[src/rtl/cp0_exc_unit.sv]
// cp0_exc_unit -- Coprocessor-0 exception/interrupt unit at the M stage.
//
// Decides whether the M-stage instruction traps, or whether a pending
// hardware interrupt is taken. Holds SR, Cause and EPC, and returns the
// constant PRId. Also serves mtc0/mfc0 and supplies EPC for eret.
//
// Ports:
//   clk, reset     clock; synchronous active-high reset
//   exc_code_in    ExcCode of the M-stage instruction (0 = none)
//   pc_in, bd_in   PC of that instruction and its delay-slot flag
//   hw_int         level-sensitive interrupt lines -> Cause.IP[15:10]
//   we/addr/din    mtc0 write port; addr also selects the mfc0 read
//   eret           eret in M stage (clears EXL)
//   dout           mfc0 read data (combinational)
//   epc_out        current EPC (combinational)
//   req            take exception/interrupt this cycle (combinational)
module cp0_exc_unit #(
  parameter logic [31:0] PRID = 32'h0000_2019
) (
  input  logic        clk,
  input  logic        reset,
  input  logic [4:0]  exc_code_in,
  input  logic [31:0] pc_in,
  input  logic        bd_in,
  input  logic [5:0]  hw_int,
  input  logic        we,
  input  logic [4:0]  addr,
  input  logic [31:0] din,
  input  logic        eret,
  output logic [31:0] dout,
  output logic [31:0] epc_out,
  output logic        req
);

  localparam logic [4:0] A_SR    = 5'd12;
  localparam logic [4:0] A_CAUSE = 5'd13;
  localparam logic [4:0] A_EPC   = 5'd14;
  localparam logic [4:0] A_PRID  = 5'd15;

  // Only the implemented fields are stored; everything else reads as 0.
  logic [5:0]  im_q, im_d;
  logic        exl_q, exl_d;
  logic        ie_q, ie_d;
  logic        bd_q, bd_d;
  logic [5:0]  ip_q, ip_d;
  logic [4:0]  exc_q, exc_d;
  logic [31:2] epc_q, epc_d;   // EPC[1:0] are hard zero

  logic        int_pend, exc_pend;
  logic [31:0] epc_tgt;
  logic [31:0] sr_rd, cause_rd, epc_rd;

  // EXL blocks both sources, so a handler is never re-entered.
  assign int_pend = (|(hw_int & im_q)) & ie_q & ~exl_q;
  assign exc_pend = (exc_code_in != 5'd0) & ~exl_q;
  assign req      = int_pend | exc_pend;

  // A delay-slot instruction restarts at its branch; wraps modulo 2^32.
  assign epc_tgt = bd_in ? (pc_in - 32'd4) : pc_in;

  always_comb begin
    im_d  = im_q;
    exl_d = exl_q;
    ie_d  = ie_q;
    bd_d  = bd_q;
    exc_d = exc_q;
    epc_d = epc_q;
    ip_d  = hw_int;
    if (req) begin
      // Entry discards any same-cycle mtc0 or eret.
      exl_d = 1'b1;
      exc_d = int_pend ? 5'd0 : exc_code_in;
      bd_d  = bd_in;
      epc_d = epc_tgt[31:2];
    end else begin
      if (we && addr == A_SR) begin
        im_d  = din[15:10];
        exl_d = din[1];
        ie_d  = din[0];
      end
      if (we && addr == A_EPC)
        epc_d = din[31:2];
      // Placed after the SR write so eret wins on EXL.
      if (eret)
        exl_d = 1'b0;
    end
  end

  always_ff @(posedge clk) begin
    if (reset) begin
      im_q  <= '0;
      exl_q <= 1'b0;
      ie_q  <= 1'b0;
      bd_q  <= 1'b0;
      ip_q  <= '0;
      exc_q <= '0;
      epc_q <= '0;
    end else begin
      im_q  <= im_d;
      exl_q <= exl_d;
      ie_q  <= ie_d;
      bd_q  <= bd_d;
      ip_q  <= ip_d;
      exc_q <= exc_d;
      epc_q <= epc_d;
    end
  end

  assign sr_rd    = {16'd0, im_q, 8'd0, exl_q, ie_q};
  assign cause_rd = {bd_q, 15'd0, ip_q, 3'd0, exc_q, 2'd0};
  assign epc_rd   = {epc_q, 2'b00};
  assign epc_out  = epc_rd;

  always_comb begin
    case (addr)
      A_SR:    dout = sr_rd;
      A_CAUSE: dout = cause_rd;
      A_EPC:   dout = epc_rd;
      A_PRID:  dout = PRID;
      default: dout = 32'd0;
    endcase
  end

endmodule

[config.mk]
export PLATFORM = sky130hd
export DESIGN_NAME = cp0_exc_unit
export DESIGN_NICKNAME = d
export VERILOG_FILES = /design/src/rtl/cp0_exc_unit.sv
export SDC_FILE = /design/constraint.sdc
export NUM_CORES = 1
export LEC_CHECK = 0
export CAP_MARGIN = 20
export CORE_MARGIN = 2
export CORE_UTILIZATION = 47
export CTS_CLUSTER_DIAMETER = 80
export DETAILED_ROUTE_END_ITERATION = 8
export PLACE_DENSITY_LB_ADDON = 0.25
export SLEW_MARGIN = 40
export SYNTH_ARGS = -nofsm -noshare
export SYNTH_HDL_FRONTEND = slang
export SYNTH_SLANG_ARGS = --single-unit
[constraint.sdc]
create_clock -name clk -period 4 [get_ports clk]
set_input_delay 0.4 -clock clk [delete_from_list [all_inputs] [get_ports clk]]
set_output_delay 0.4 -clock clk [all_outputs]
set_load 0.01 [all_outputs]
==> flow_summary.toml, run 1 <==
[outcome]
status = "finished clean"

[job]
drv_cap = 0

[setup_path]
regToRegSetupSlack_ns = 1.83
path_max_fanout = 39
rr_startpoint = "im_q[0]"
worstPathArrival_ns = 2.56
critPathKind = "input pin to output pin"
crit_required_ns = 3.60
cp-end-kind = "output pin"
worstSetupStartpointType = "input pin"
setup.worst_path.start = "hw_int[0]"

[power]
power_density_nw_per_um2 = 249
ir_drop_mv = 0.156
cellLeakagePower_nw = 1.86

[floorplanning]
die_w_um = 90.9
rows = 31
die_area_um2 = 8260
die_h_um = 90.9
ios = 150
start_util_pct = 48.7
fp.coreArea_um2 = 7290

[global_routing]
grt_pass1_wl_mm = 18.3
grt_pass1_vias = 3564
track_usage_pct = 27.0
grt_max_degree = 58
gr-total-overflow = 0
antenna_found_initial = 0

[timing]
period_needed_ns = 2.96
fmax_ghz = 0.337
rsz0062_at_grt = "false"
hold_viol = 0
worst_slew_pin_slew_ns = 0.670
setup_viol = 0
skew_ns = 0.00727
fin_ws_ns = 1.04
drv_slew = 0
setup_tns_ns = 0
relSlewSlack_pct = 55.0
period_share_pct = 74.1

[final_layout]
layout-drive-gt1-share_pct = 7.97
design_area_um2 = 5090
final_net_count = 637
fin_cells = 651
syn2layout_area_growth_pct = 43.3
n_antenna_cell = 0
fillers = 634
finalCoreUtilization_pct = 69.8

[placed_design]
gp_congestion = 0.912
placed_area_um2 = 4980
io_buffers = 145
dp_cells = 643
hpwl_mm = 8.71
dpl_worst_slack_ns = 1.00

[synth]
seq_area_frac_synth_pct = 28.2
synth_area_leaders = "dfxtp_1 (28%), and3_1 (8.6%), a21boi_0 (6.3%)"
synth_edf_count = 0
synth.most_common_cell = "dfxtp_1"
yosysWarnings = 0
netlist_area_um2 = 3550
synth_common_cells = "dfxtp_1 (50), and3_1 (49), clkbuf_1 (34)"
synth_area_per_cell_um2 = 8.22
synth_top_area_share_pct = 28.2
synth_top_cell_by_area = "dfxtp_1"
syn_inst = 432
synth-async-reset-ratio_pct = 0
ys_types = 61
ys.flop_type = "dfxtp_1"
ys_ff_latch = 50

[routing]
via_per_inst = 5.96
drtIter0Drc = 277
drc = 0
dr.pass1.iters = 5
ant_nets = 0
drt-total-wl_mm = 11.5
vias = 3880
wl_per_cell_um = 17.7

[clock_network]
cts_made_buffers = 5
cts_resized = 0
clock_path_buffers = 2
path_clk_slew_ns = 0.09
htreeDepth = 2
clk_latency_ns = 0.31
postCtsSetupRepairBufs = 0
cts_sinks = 50
cts_tree = "done"
cts_root_buf = "clkbuf_8"
ctsHoldBuffers = 0

[min_path]
hp-start = "im_q[4]"
hold_class = "flop to flop"
path summary, 6_finish.rpt:
| check | to | cells past startpoint |
|---|---|---|
| setup / recovery | req | 7 |
| hold / removal | im_q[4] | 2 |
| setup reg to reg | epc_q[21] | 7 |
| hold reg to reg | im_q[4] | 2 |
worst max-delay path, cell delays in order:
cell	delay, ns
clkdlybuf4s50_1	0.42
a22o_1	0.27
o311a_1	0.35
buf_4	0.26
nor2_1	0.21
inv_1	0.08
clkdlybuf4s50_1	0.56
flip-flops by register name, indices dropped and copies added (netlist names):
name and flops:
ip_q 6, exc_q 5, epc_q 30, exl_q 1, bd_q 1, im_q 6
ie_q 1
per-layer routing:
layer	track usage (%)	vias up	share of wire (%)
met5	0	-	0
met4	8.33	0	1.9
met3	4.01	17	7.6
met2	44.8	167	47
met1	36.3	1808	43
li1	-	1888	-
cells in the final DEF, fill, tap and decap left out, drive strengths merged, types with 3 or more instances in the layout:
| cell type | count |
|---|---|
| a211oi | 16 |
| a21boi | 30 |
| a21oi | 13 |
| a22o | 3 |
| a22oi | 5 |
| a311oi | 14 |
| and3 | 50 |
| buf | 12 |
| clkbuf | 8 |
| clkdlybuf4s50 | 144 |
| dfxtp | 50 |
| inv | 5 |
| mux2i | 7 |
| nand2 | 16 |
| nand2b | 15 |
| nand3 | 11 |
| nand4 | 7 |
| nor2 | 12 |
| nor2b | 7 |
| nor3 | 4 |
| nor3b | 3 |
| nor4 | 35 |
| o21ai | 16 |
| o31ai | 8 |
| o41ai | 3 |
| or3 | 9 |
| or3b | 5 |
| or4 | 9 |
| xnor2 | 4 |
| xor2 | 11 |
cells by family (layout without fill, tap and decap cells):
group / count (synthesis) / in the layout / synth area share [%]
compound gates: 113 / 113 / 22.7
xor+xnor: 15 / 15 / 3.70
fa+ha+maj: 1 / 1 / 0.352
buf+inv: 50 / 169 / 7.40
flops: 50 / 50 / 28.2
mux: 7 / 7 / 1.97
other cells: 1 / 2 / 0.106
simple gates: 195 / 195 / 35.5
power by group:
| part | internal [mW] | leakage [nW] | switching, mW |
|---|---|---|---|
| Clock | 0.175 | 0.0575 | 0.168 |
| Sequential | 0.535 | 0.414 | 0.0283 |
| Combinational | 0.195 | 1.38 | 0.163 |
| Total | 0.906 | 1.86 | 0.359 |
layout make-up:
class / count / area [um^2] / area share (%)
clock buffers: 8 / 110 / 2.16
inverters: 5 / 18.8 / 0.369
repair buffers: 156 / 1530 / 30.1
multi-input cells: 333 / 2300 / 45.3
well taps: 99 / 124 / 2.43
flip-flops and latches: 50 / 1000 / 19.7
through the flow:
stage | hold WS [ns] | total power, mW
after floorplan | 0.461 | 0.728
after CTS | 0.505 | 1.26
final | 0.503 | 1.27
after global placement | 0.476 | 0.922
after global routing | 0.521 | 1.32
after detailed placement | 0.491 | 0.930
(Power assumes the default switching activity.)
==> run 2: changes to the inputs <==
- CORE_UTILIZATION: 47 -> 43
- clock period: 4 -> 2.9 ns (I/O delays scaled with it)
==> flow_summary.toml, run 2 (synthesized netlist as in run 1, its figures left out) <==
[setup_path]
path_delay_family = "buffers and inverters"
cpPeakStageDelay_ns = 0.53
worstPathArrival_ns = 2.33
slowest_stage = "clkdlybuf4s50_1"
crit_chain = "clkdlybuf4s50_1, and4bb_2, buf_12, buf_12, and3_1, clkdlybuf4s50_1"
crit_required_ns = 2.61
worstSetupStartpointType = "input pin"
cp-end-kind = "output pin"
worst-path-buf-inv = 4
path_max_fanout = 40
critPathKind = "input pin to output pin"

[global_routing]
antenna_found_initial = 0
grt.met2_usage_pct = 44.6
track_usage_pct = 26.0
globalRouteMet1Util_pct = 33.6
busiest_layer = "met2"
grt_pass1_vias = 3676
grt_pass1_wl_mm = 18.6
gr-total-overflow = 0
grt_max_degree = 58
grt_util_met3_pct = 3.83

[final_layout]
design_area_um2 = 5160
fin_cells = 664
n_antenna_cell = 0
largestRegisters = "epc_q (30), im_q (6), ip_q (6)"
final_cell_mix = "clkdlybuf4s50_1 (144), dfxtp_1 (50), and3_1 (49)"
largest_register = "epc_q"
largest_register_ffs = 30
final_net_count = 644
finalCoreUtilization_pct = 63.7
layout-drive-gt1-share_pct = 8.94
syn2layout_area_growth_pct = 45.3
mostFrequentLayoutCell = "clkdlybuf4s50_1"
fillers = 734

[power]
power_density_nw_per_um2 = 333
ir_drop_mv = 0.188
cellLeakagePower_nw = 1.89

[floorplanning]
start_util_pct = 43.9
rows = 33
ios = 150
fp.coreArea_um2 = 8090
die_w_um = 94.9
die_h_um = 94.9
die_area_um2 = 9000

[routing]
wl_per_cell_um = 17.7
drc = 0
ant_nets = 0
drt-total-wl_mm = 11.7
vias = 3910
via_per_inst = 5.89
drtIter0Drc = 235
dr.pass1.iters = 4

[timing]
skew_ns = 0.00758
rsz0062_at_grt = "false"
relSlewSlack_pct = 61.0
period_needed_ns = 2.62
fmax_ghz = 0.381
fin_ws_ns = 0.279
worst_slew_pin_slew_ns = 0.585
hold_viol = 0
setup_tns_ns = 0
drv_slew = 0
period_share_pct = 90.4
setup_viol = 0

[clock_network]
htreeDepth = 2
cts_sinks = 50
cts_resized = 0
cts_made_buffers = 5
ctsHoldBuffers = 0
path_clk_slew_ns = 0.09
cts_root_buf = "clkbuf_8"
cts_tree = "done"
clk_latency_ns = 0.31
clock_path_buffers = 2
postCtsSetupRepairBufs = 0

[placed_design]
dpl_worst_slack_ns = 0.156
placed_area_um2 = 5060
gp_congestion = 0.890
hpwl_mm = 8.65
io_buffers = 145
dp_cells = 656

[min_path]
hold_class = "input pin to flop"

[outcome]
status = "finished clean"

[job]
drv_cap = 0
[run 2: changes by cell type in the layout (fill, tap and decap cells not counted), sizes merged]
cell and delta:
buf +7, clkbuf -2, clkinv +1, clkinvlp +1
[run 2: cell type report]
type / count / area, um^2 / area share [%]
Tap cell: 105 / 131 / 2.55
Clock inverter: 2 / 12.5 / 0.243
Multi-Input combinational cell: 333 / 2300 / 44.6
Inverter: 5 / 18.8 / 0.364
Clock buffer: 6 / 82.6 / 1.60
Sequential cell: 50 / 1000 / 19.4
Timing Repair Buffer: 163 / 1610 / 31.2
[run 2: worst reg2reg max path, stage by stage (launching register included)]
cell and delay (ns):
dfxtp_1 0.34, a22o_1 0.25, o311a_1 0.38, buf_4 0.27, nor3_4 0.54, mux2i_1 0.25
[run 2: per-stage QoR]
stage / hold slack (ns) / total power, mW
after global placement: 0.480 / 1.28
final: 0.469 / 1.72
after detailed placement: 0.493 / 1.29
after global routing: 0.507 / 1.80
after CTS: 0.467 / 1.72
after floorplan: 0.418 / 1.00
[run 2: path summary, 6_finish.rpt]
path	from	endpoint	slack (ns)	cells after the start
max	addr[0]	dout[25]	0.28	6
min	reset	ip_q[4]	0.47	2
max reg2reg	im_q[4]	im_q[4]	0.80	5
min reg2reg	im_q[0]	im_q[0]	0.50	2
[run 2: metal layers]
metal / wire [um] / share of wire [%] / vias up
li1: - / - / 1899
met5: 0 / 0 / -
met2: 5810 / 49 / 131
met3: 662 / 5.6 / 22
met4: 235 / 2.0 / 0
met1: 5030 / 43 / 1858
[run 2: power breakdown]
group          internal [mW]  switching, mW  leakage [nW]
sequential             0.739         0.0394         0.414
combinational          0.275          0.225          1.42
clock                  0.192          0.248        0.0472
==> run 3: changes to the inputs <==
- GPL_TIMING_DRIVEN: default -> 0
- clock period: 2.9 -> 2.55 ns (I/O delays scaled with it)
==> flow_summary.toml, run 3 (synthesized netlist as in run 1, its figures left out) <==
[setup_path]
worstSetupStartpointType = "input pin"
crit_required_ns = 2.30
regToRegSetupSlack_ns = 0.28
r2r_end = "epc_q[9]"
cp-end-kind = "output pin"
critPathKind = "input pin to output pin"
worstPathArrival_ns = 2.23
rr_startpoint = "im_q[0]"
r2r_cells = 6
path_max_fanout = 11

[power]
cellLeakagePower_nw = 2.12
power.total_mw = 1.94
power_density_nw_per_um2 = 366
ir_drop_mv = 0.212

[timing]
drv_slew = 0
setup_viol = 0
fin_ws_ns = 0.0640
skew_ns = 0.00886
worst_slew_pin_slew_ns = 0.619
hold_viol = 0
setup_tns_ns = 0
hold_ws_ns = 0.185
period_share_pct = 97.5
fmax_ghz = 0.402
period_needed_ns = 2.49
relSlewSlack_pct = 58.4

[final_layout]
largest_register_ffs = 30
n_antenna_cell = 0
final_cell_mix = "clkdlybuf4s50_1 (128), dfxtp_1 (50), and3_1 (49)"
final_net_count = 673
largestRegisters = "epc_q (30), im_q (6), ip_q (6)"
layout-drive-gt1-share_pct = 9.71
fin_cells = 692
finalCoreUtilization_pct = 65.4
syn2layout_area_growth_pct = 49.2
mostFrequentLayoutCell = "clkdlybuf4s50_1"
largest_register = "epc_q"
design_area_um2 = 5300

[placed_design]
dpl_worst_slack_ns = -0.802
dp_cells = 681
gp_congestion = 0.948
placed_area_um2 = 5120
hpwl_mm = 10.1
io_buffers = 143

[floorplanning]
die_h_um = 94.9
rows = 33
start_util_pct = 43.9
fp.coreArea_um2 = 8090
ios = 150
die_w_um = 94.9
die_area_um2 = 9000

[clock_network]
path_clk_slew_ns = 0.08
cts_made_buffers = 5
clk_latency_ns = 0.31
ctsHoldBuffers = 0
clock_path_buffers = 2
cts_sinks = 50
cts_tree = "done"
htreeDepth = 2
cts_root_buf = "clkbuf_8"

[job]
drv_cap = 0

[global_routing]
grt_max_degree = 15
gr-total-overflow = 0
grt_pass1_wl_mm = 19.5
antenna_found_initial = 0
track_usage_pct = 27.8
grt_pass1_vias = 3749

[min_path]
hold_end = "ip_q[1]"
hp-start = "reset"
hold_class = "input pin to flop"
whs_path_depth = 2

[routing]
via_per_inst = 6.00
wl_per_cell_um = 18.9
drtIter0Drc = 256
drc = 0
vias = 4152
drt-total-wl_mm = 13.1
ant_nets = 0
dr.pass1.iters = 5

[outcome]
status = "finished clean"
## run 3: cell count changes in the layout (fill, tap and decap cells not counted), moves of 2 or more
cell	change
clkbuf_8	+8
buf_4	-9
and2_1	-2
dlymetal6s2s_1	+7
clkdlybuf4s50_1	-16
clkbuf_1	+22
dlygate4sd2_1	+8
clkbuf_2	+4
buf_12	-2
clkbuf_4	+4
## run 3: worst max-delay path, cell delays in order
cell and delay [ns]:
clkdlybuf4s50_1 0.44, a22o_1 0.29, o311a_1 0.41, nor2_1 0.19
inv_2 0.14, clkdlybuf4s50_1 0.51
## run 3: timing repair
| action | in CTS | in global routing |
|---|---|---|
| buffers inserted | 1 | 5 |
| setup endpoints to repair | 33 | 20 |
| pin swaps | 1 | 1 |
| gates resized for setup | 27 | 15 |
| endpoints found under the hold margin | 0 | 0 |
## run 3: area by class of cell
cell class	instances	area (um^2)
plain buffers	43	285
clock buffers	5	68.8
clock inverters	2	10.0
fillers	709	2800
inverters	5	18.8
multi-input cells	333	2300
flip-flops and latches	50	1000
well taps	105	131
repair buffers	149	1480
## run 3: power by group
part / switching, mW / internal, mW / leakage [nW]
clock network: 0.269 / 0.185 / 0.0438
logic: 0.272 / 0.323 / 1.66
registers: 0.0498 / 0.840 / 0.414
## run 3: how the worst max path moves through the flow
stage               startpoint         to  slack, ns  depth (start not counted)
floorplan             pc_in[2]  epc_q[28]       0.57                          7
global placement       addr[4]    dout[3]      -0.80                          8
detailed placement     addr[4]    dout[3]      -0.80                          8
CTS                    addr[1]   dout[22]      0.003                          5
global route          pc_in[2]  epc_q[26]      -0.03                          8
finish               hw_int[0]        req       0.06                          6
## run 3: routing by layer
metal  routed length (um)  vias to the layer above  global-route usage, %
met5                    0                        -                      0
met4                  244                        0                   8.57
met1                 5520                     1959                   37.5
li1                     -                     1958                      -
met2                 6240                      216                   46.7
met3                 1060                       19                   2.87
==> patch 1, RTL diff (flow settings as in run 1) <==
Add an input register stage for `din`, with the module's reset; this delays it by one clock. The other inputs are not delayed to match.
--- a/src/rtl/cp0_exc_unit.sv
+++ b/src/rtl/cp0_exc_unit.sv
@@ -37,6 +37,16 @@
   localparam logic [4:0] A_EPC   = 5'd14;
   localparam logic [4:0] A_PRID  = 5'd15;
 
+  logic [31:0] din_q;
+
+  always_ff @(posedge clk) begin
+    if (reset) begin
+      din_q <= '0;
+    end else begin
+      din_q <= din;
+    end
+  end
+
   // Only the implemented fields are stored; everything else reads as 0.
   logic [5:0]  im_q, im_d;
   logic        exl_q, exl_d;
@@ -74,12 +84,12 @@
       epc_d = epc_tgt[31:2];
     end else begin
       if (we && addr == A_SR) begin
-        im_d  = din[15:10];
-        exl_d = din[1];
-        ie_d  = din[0];
+        im_d  = din_q[15:10];
+        exl_d = din_q[1];
+        ie_d  = din_q[0];
       end
       if (we && addr == A_EPC)
-        epc_d = din[31:2];
+        epc_d = din_q[31:2];
       // Placed after the SR write so eret wins on EXL.
       if (eret)
         exl_d = 1'b0;
Check against the original RTL: not equivalent (Yosys sat finds a counterexample within 4 cycles, from zero or initial values and one cycle with reset high).
==> patch 1 against run 1 <==
Design area rose by 19%; sequential cell count rose by 32; sequential power rose by 61%; setup slack got worse by 0.066 ns; fmax fell by 2.2%; critical path depth fell by 2; routed wire length rose by 11%; power rose by 52%; synthesized area rose by 22%.
==> patch 1: results (changes against run 1) <==
[synth]
synth_mux_area_share_pct=2.76  ; was 1.97%
syn_avg_cell_area_um2=8.55  ; was 8.22 µm²
synth_top_family_by_area=simple AND/OR/NAND/NOR gates  ; unchanged
synthTopCellsByCount=dfxtp_1, and3_1, clkbuf_1  ; unchanged
netlist_top_cells_area=dfxtp_1, and3_1, nor2b_1, a21boi_0, o41ai_1  ; was dfxtp_1, and3_1, a21boi_0, nor4_1, clkbuf_1
synth_fa_ha_area_share_pct=0.288  ; was 0.352%
yosysSeqAreaShare_pct=37.8  ; was 28.2%
synthXorXnorAreaFrac_pct=2.42  ; was 3.70%
yosysUniqueCellTypes=49  ; was 61
synth_compound_area_share_pct=20.7  ; was 22.7%

[clocking]
hold_buffers=0  ; unchanged
clock_latency_ns=0.36  ; was 0.31 ns
cts_max_path_buffers=2  ; unchanged
cts_resized=0  ; unchanged
cts-root-buf=clkbuf_8  ; unchanged
cts_inserted_buffers=9  ; was 5
cts.htree.levels=3  ; was 2

[place]
place_hpwl_um=9170  ; was 8710 µm
dp_cells=725  ; was 643
place_ws_ns=0.929  ; was 1.00 ns
gp_congestion=0.887  ; was 0.912
port_buffers=145  ; unchanged

[route]
drt_iter0_drc=190  ; was 277
wirelength_um=12800  ; was 11500 µm
via_count=4378  ; was 3880

[grt]
antenna_found_initial=0  ; unchanged
grt_pass1_wl_um=20200  ; was 18300 µm
grt_use_total_pct=25.2  ; was 27.0%
grt_pass1_vias=4112  ; was 3564
grt_max_degree=61  ; was 58

[status]
status=finished clean  ; unchanged

[cells_and_area]
n_fill_cell=785  ; was 634
diodes=0  ; unchanged
fin_cells=741  ; was 651
drive_gt1_share_pct=5.40  ; was 7.97%
largestRegisters=din_q (32), epc_q (30)  ; was epc_q (30), im_q (6), ip_q (6)
fin_nets=711  ; was 637

[setup_path]
critPathArrivalTime_ns=2.63  ; was 2.56 ns
cpLargestDelayFamily=buffers and inverters  ; unchanged
critPathMaxStageDelay_ns=0.73  ; was 0.56 ns
critPathMaxFanout=13  ; was 39

[sta]
clock_skew_ns=0.00853  ; was 0.00727 ns
tightest_slew_ns=0.726  ; was 0.670 ns

[pwr]
p_int_uw=1380  ; was 906 µW
vdd_drop_max_v=0.000201  ; was 0.000156 V
p_leak_uw=0.00225  ; was 0.00186 µW

[hold_path]
hold_class=reg -> reg  ; unchanged

[patch 1: cell count changes in the layout (fill, tap and decap cells not counted), moves of 10 or more]
cell	change
o21ai_0	-11
o41ai_1	+19
nor2b_1	+36
a311oi_1	-12
nor4_1	-17
dfxtp_1	+32
a31oi_1	+16
nand2_1	+10
nand2b_1	-13
nor2_1	+11
[patch 1: metal layers]
layer	global-route usage, %	routed length [µm]	vias to the layer above	share of wire, %
li1	-	-	2137	-
met1	32.5	5540	2052	43
met2	42.4	6190	162	48
met3	5.43	827	27	6.5
met4	7.80	231	0	1.8
met5	0	0	-	0
[patch 1: worst paths after layout]
path	from	to	slack, ns	cells after the start
worst max register to register	im_q[0]	epc_q[7]	1.79	7
worst max-delay path	addr[0]	dout[31]	0.97	5
worst min register to register	din_q[12]	im_q[2]	0.47	2
worst min-delay path	din_q[12]	im_q[2]	0.47	2
[patch 1: kinds of logic after synthesis]
family,Yosys count
AOI/OAI and AO/OA,124
xor gates and xnor gates,12
adders and majority gates,1
buffers and inverters,54
DFF,82
muxes,12
other,1
and+or+nand+nor,222
[patch 1: metrics by stage]
| stage | power, µW | cell area (µm²) |
|---|---|---|
| global placement | 1290 | 5820 |
| detailed placement | 1300 | 5850 |
| CTS | 1930 | 6060 |
| finish | 1920 | 6060 |
| global route | 2000 | 6060 |
| floorplan | 1090 | 4350 |
[patch 1: tightest hold or removal path, cell delays in order, from the launching register on]
cell	delay (ns)
dfxtp_1	0.32
nand2_1	0.05
mux2i_1	0.05
[patch 1: power by group through the flow]
stage	registers, µW	logic [µW]	clock network, µW
finish	906	380	633
floorplan	924	163	0
CTS	906	380	642
global route	912	411	681
detailed placement	924	378	0
global placement	922	364	0
[patch 1: final cells by class]
class                   instances  area, µm²  share of cell area [%]
flip-flops and latches         82       1640                    27.1
repair buffers                154       1550                    25.5
well taps                     111        139                    2.29
multi-input cells             373       2510                    41.4
clock buffers                   9        124                    2.04
inverters                       5       18.8                   0.310
clock inverters                 7       83.8                    1.38
==> patch 2, RTL diff (settings of run 1) <==
Made on the original files. `PRID`: 32'h0000_2019 -> 32'h00002000.
--- a/src/rtl/cp0_exc_unit.sv
+++ b/src/rtl/cp0_exc_unit.sv
@@ -15,7 +15,7 @@
 //   epc_out        current EPC (combinational)
 //   req            take exception/interrupt this cycle (combinational)
 module cp0_exc_unit #(
-  parameter logic [31:0] PRID = 32'h0000_2019
+  parameter logic [31:0] PRID = 32'h00002000
 ) (
   input  logic        clk,
   input  logic        reset,
Formal check against the unedited RTL: not equivalent (Yosys sat finds a counterexample within 4 cycles, from zero or initial values and one cycle with reset high).
==> patch 2 against run 1 <==
Setup slack worse by 0.077 ns; routed wire length is 2.2% higher; sequential share of layout area is 0.078 points higher; sequential cell count stayed put; utilization is 0.47 points higher; power is 1.8% lower; synthesized area is 1.4% lower; highest routed layer unchanged; synthesized cell count is 2.3% higher; largest power group unchanged; design area is 0.39% lower.
==> patch 2: results (changes against run 1) <==
[status]
status=finished clean  ; unchanged

[grt]
grt_max_degree=61  ; was 58
grt_use_total_pct=27.9  ; was 27.0%
grt_pass1_vias=3714  ; was 3564
grt_pass1_wl_um=18800  ; was 18300 µm
antenna_found_initial=0  ; unchanged
gr-usage-met2_pct=46.1  ; was 44.8%
grt_use_met1_pct=37.5  ; was 36.3%
grt_use_met3_pct=4.09  ; was 4.01%

[clocking]
post_cts_buffers=0  ; unchanged
clock_latency_ns=0.31  ; about the same
cts_max_path_buffers=2  ; unchanged
clk_pin_slew_worst_paths_ns=0.09  ; about the same
cts.htree.levels=2  ; unchanged
cts_inserted_buffers=5  ; unchanged

[setup_path]
cpLargestDelayFamily=buffers and inverters  ; unchanged
critPathMaxStageDelay_ns=0.69  ; was 0.56 ns
rr_worst_depth=5  ; was 7
critPathMaxFanout=12  ; was 39
reg2reg_slack_ns=1.88  ; was 1.83 ns
r2r-start=im_q[1]  ; was im_q[0]
rr_endpoint=im_q[5]  ; was epc_q[21]
critical_path.slowest_cell=nor2b_1  ; was clkdlybuf4s50_1
endpoint=dout[31]  ; was req
critPathLaunch=addr[1]  ; was hw_int[0]
critPathArrivalTime_ns=2.64  ; was 2.56 ns

[pwr]
p_sw_share_pct=29.8  ; was 28.4%
vdd_drop_max_v=0.000179  ; was 0.000156 V
p_leak_uw=0.00184  ; was 0.00186 µW

[synth]
async_flop_share_pct=0  ; unchanged
synthTopCellsByCount=and3_1, dfxtp_1, clkbuf_1  ; was dfxtp_1, and3_1, clkbuf_1
yosysUniqueCellTypes=52  ; was 61
netlist_top_cells_area=dfxtp_1, and3_1, a21boi_0, clkbuf_1, o41ai_1  ; was dfxtp_1, and3_1, a21boi_0, nor4_1, clkbuf_1
ys_warn_count=0  ; unchanged
yosysSeqAreaShare_pct=28.6  ; was 28.2%

[sta]
clock_skew_ns=0.0131  ; was 0.00727 ns
tightest_slew_ns=0.720  ; was 0.670 ns

[route]
via_count=3964  ; was 3880
drt_iter0_drc=371  ; was 277
drtPass1Iterations=4  ; was 5
wl_per_cell_um=18.0  ; was 17.7 µm

[floorplanning]
die_area_um2=8150  ; was 8260 µm²

[hold_path]
hold_class=reg -> reg  ; unchanged
min_to=im_q[3]  ; was im_q[4]
worstHoldStart=im_q[3]  ; was im_q[4]

[cells_and_area]
fin_nets=642  ; was 637
drive_gt1_share_pct=6.64  ; was 7.97%
n_fill_cell=591  ; was 634
diodes=0  ; unchanged

[place]
place_hpwl_um=8790  ; was 8710 µm
dpl_cell_area_um2=4960  ; was 4980 µm²
port_buffers=145  ; unchanged
gp_congestion=0.921  ; was 0.912

==> patch 2: logic make-up after synthesis <==
group                      count (synthesis)  share of synthesized area, %
other                                      1                         0.107
adders and majority gates                  1                         0.357
xor gates and xnor gates                  13                          3.25
muxes                                     12                          3.43
DFF                                       50                          28.6
and+or+nand+nor                          193                          33.2
buffers and inverters                     52                          6.04
AOI/OAI and AO/OA                        120                          25.0
==> patch 2: final cells by class <==
type | count | share of cell area [%]
timing repair buffer | 152 | 29.7
inverter | 6 | 0.444
clock inverter | 2 | 0.247
tap | 99 | 2.44
sequential | 50 | 19.8
multi-input combinational | 341 | 45.8
clock buffer | 6 | 1.63
==> patch 2: power groups by stage <==
| stage | clock, µW | sequential [µW] | combinational [µW] |
|---|---|---|---|
| 5_1_grt | 331 | 573 | 387 |
| 3_3_place_gp | 0 | 578 | 350 |
| 2_1_floorplan | 0 | 579 | 152 |
| 3_5_place_dp | 0 | 579 | 356 |
| 6_report | 313 | 569 | 360 |
| 4_1_cts | 312 | 567 | 357 |
==> patch 2: stage by stage <==
stage	power [µW]	hold WS [ns]	worst slack (ns)	cells	utilization (%)
2_1_floorplan	731	0.443	1.83	443	-
3_3_place_gp	928	0.456	0.982	648	68.8
3_5_place_dp	934	0.462	0.909	648	68.8
4_1_cts	1240	0.474	0.947	656	70.1
5_1_grt	1290	0.499	0.776	656	70.2
6_report	1240	0.477	0.959	656	70.2
==> patch 2: layer usage <==
layer | vias to the layer above | part of all wire, % | wire [µm]
li1 | 1923 | - | -
met1 | 1833 | 43 | 5060
met2 | 188 | 47 | 5570
met3 | 20 | 7.5 | 886
met4 | 0 | 2.3 | 266
met5 | - | 0 | 0
==> patch 2: worst min-delay path, stage by stage, from the launching register on <==
cell and delay (ns):
dfxtp_1 0.33, nand2_1 0.06, mux2i_1 0.05
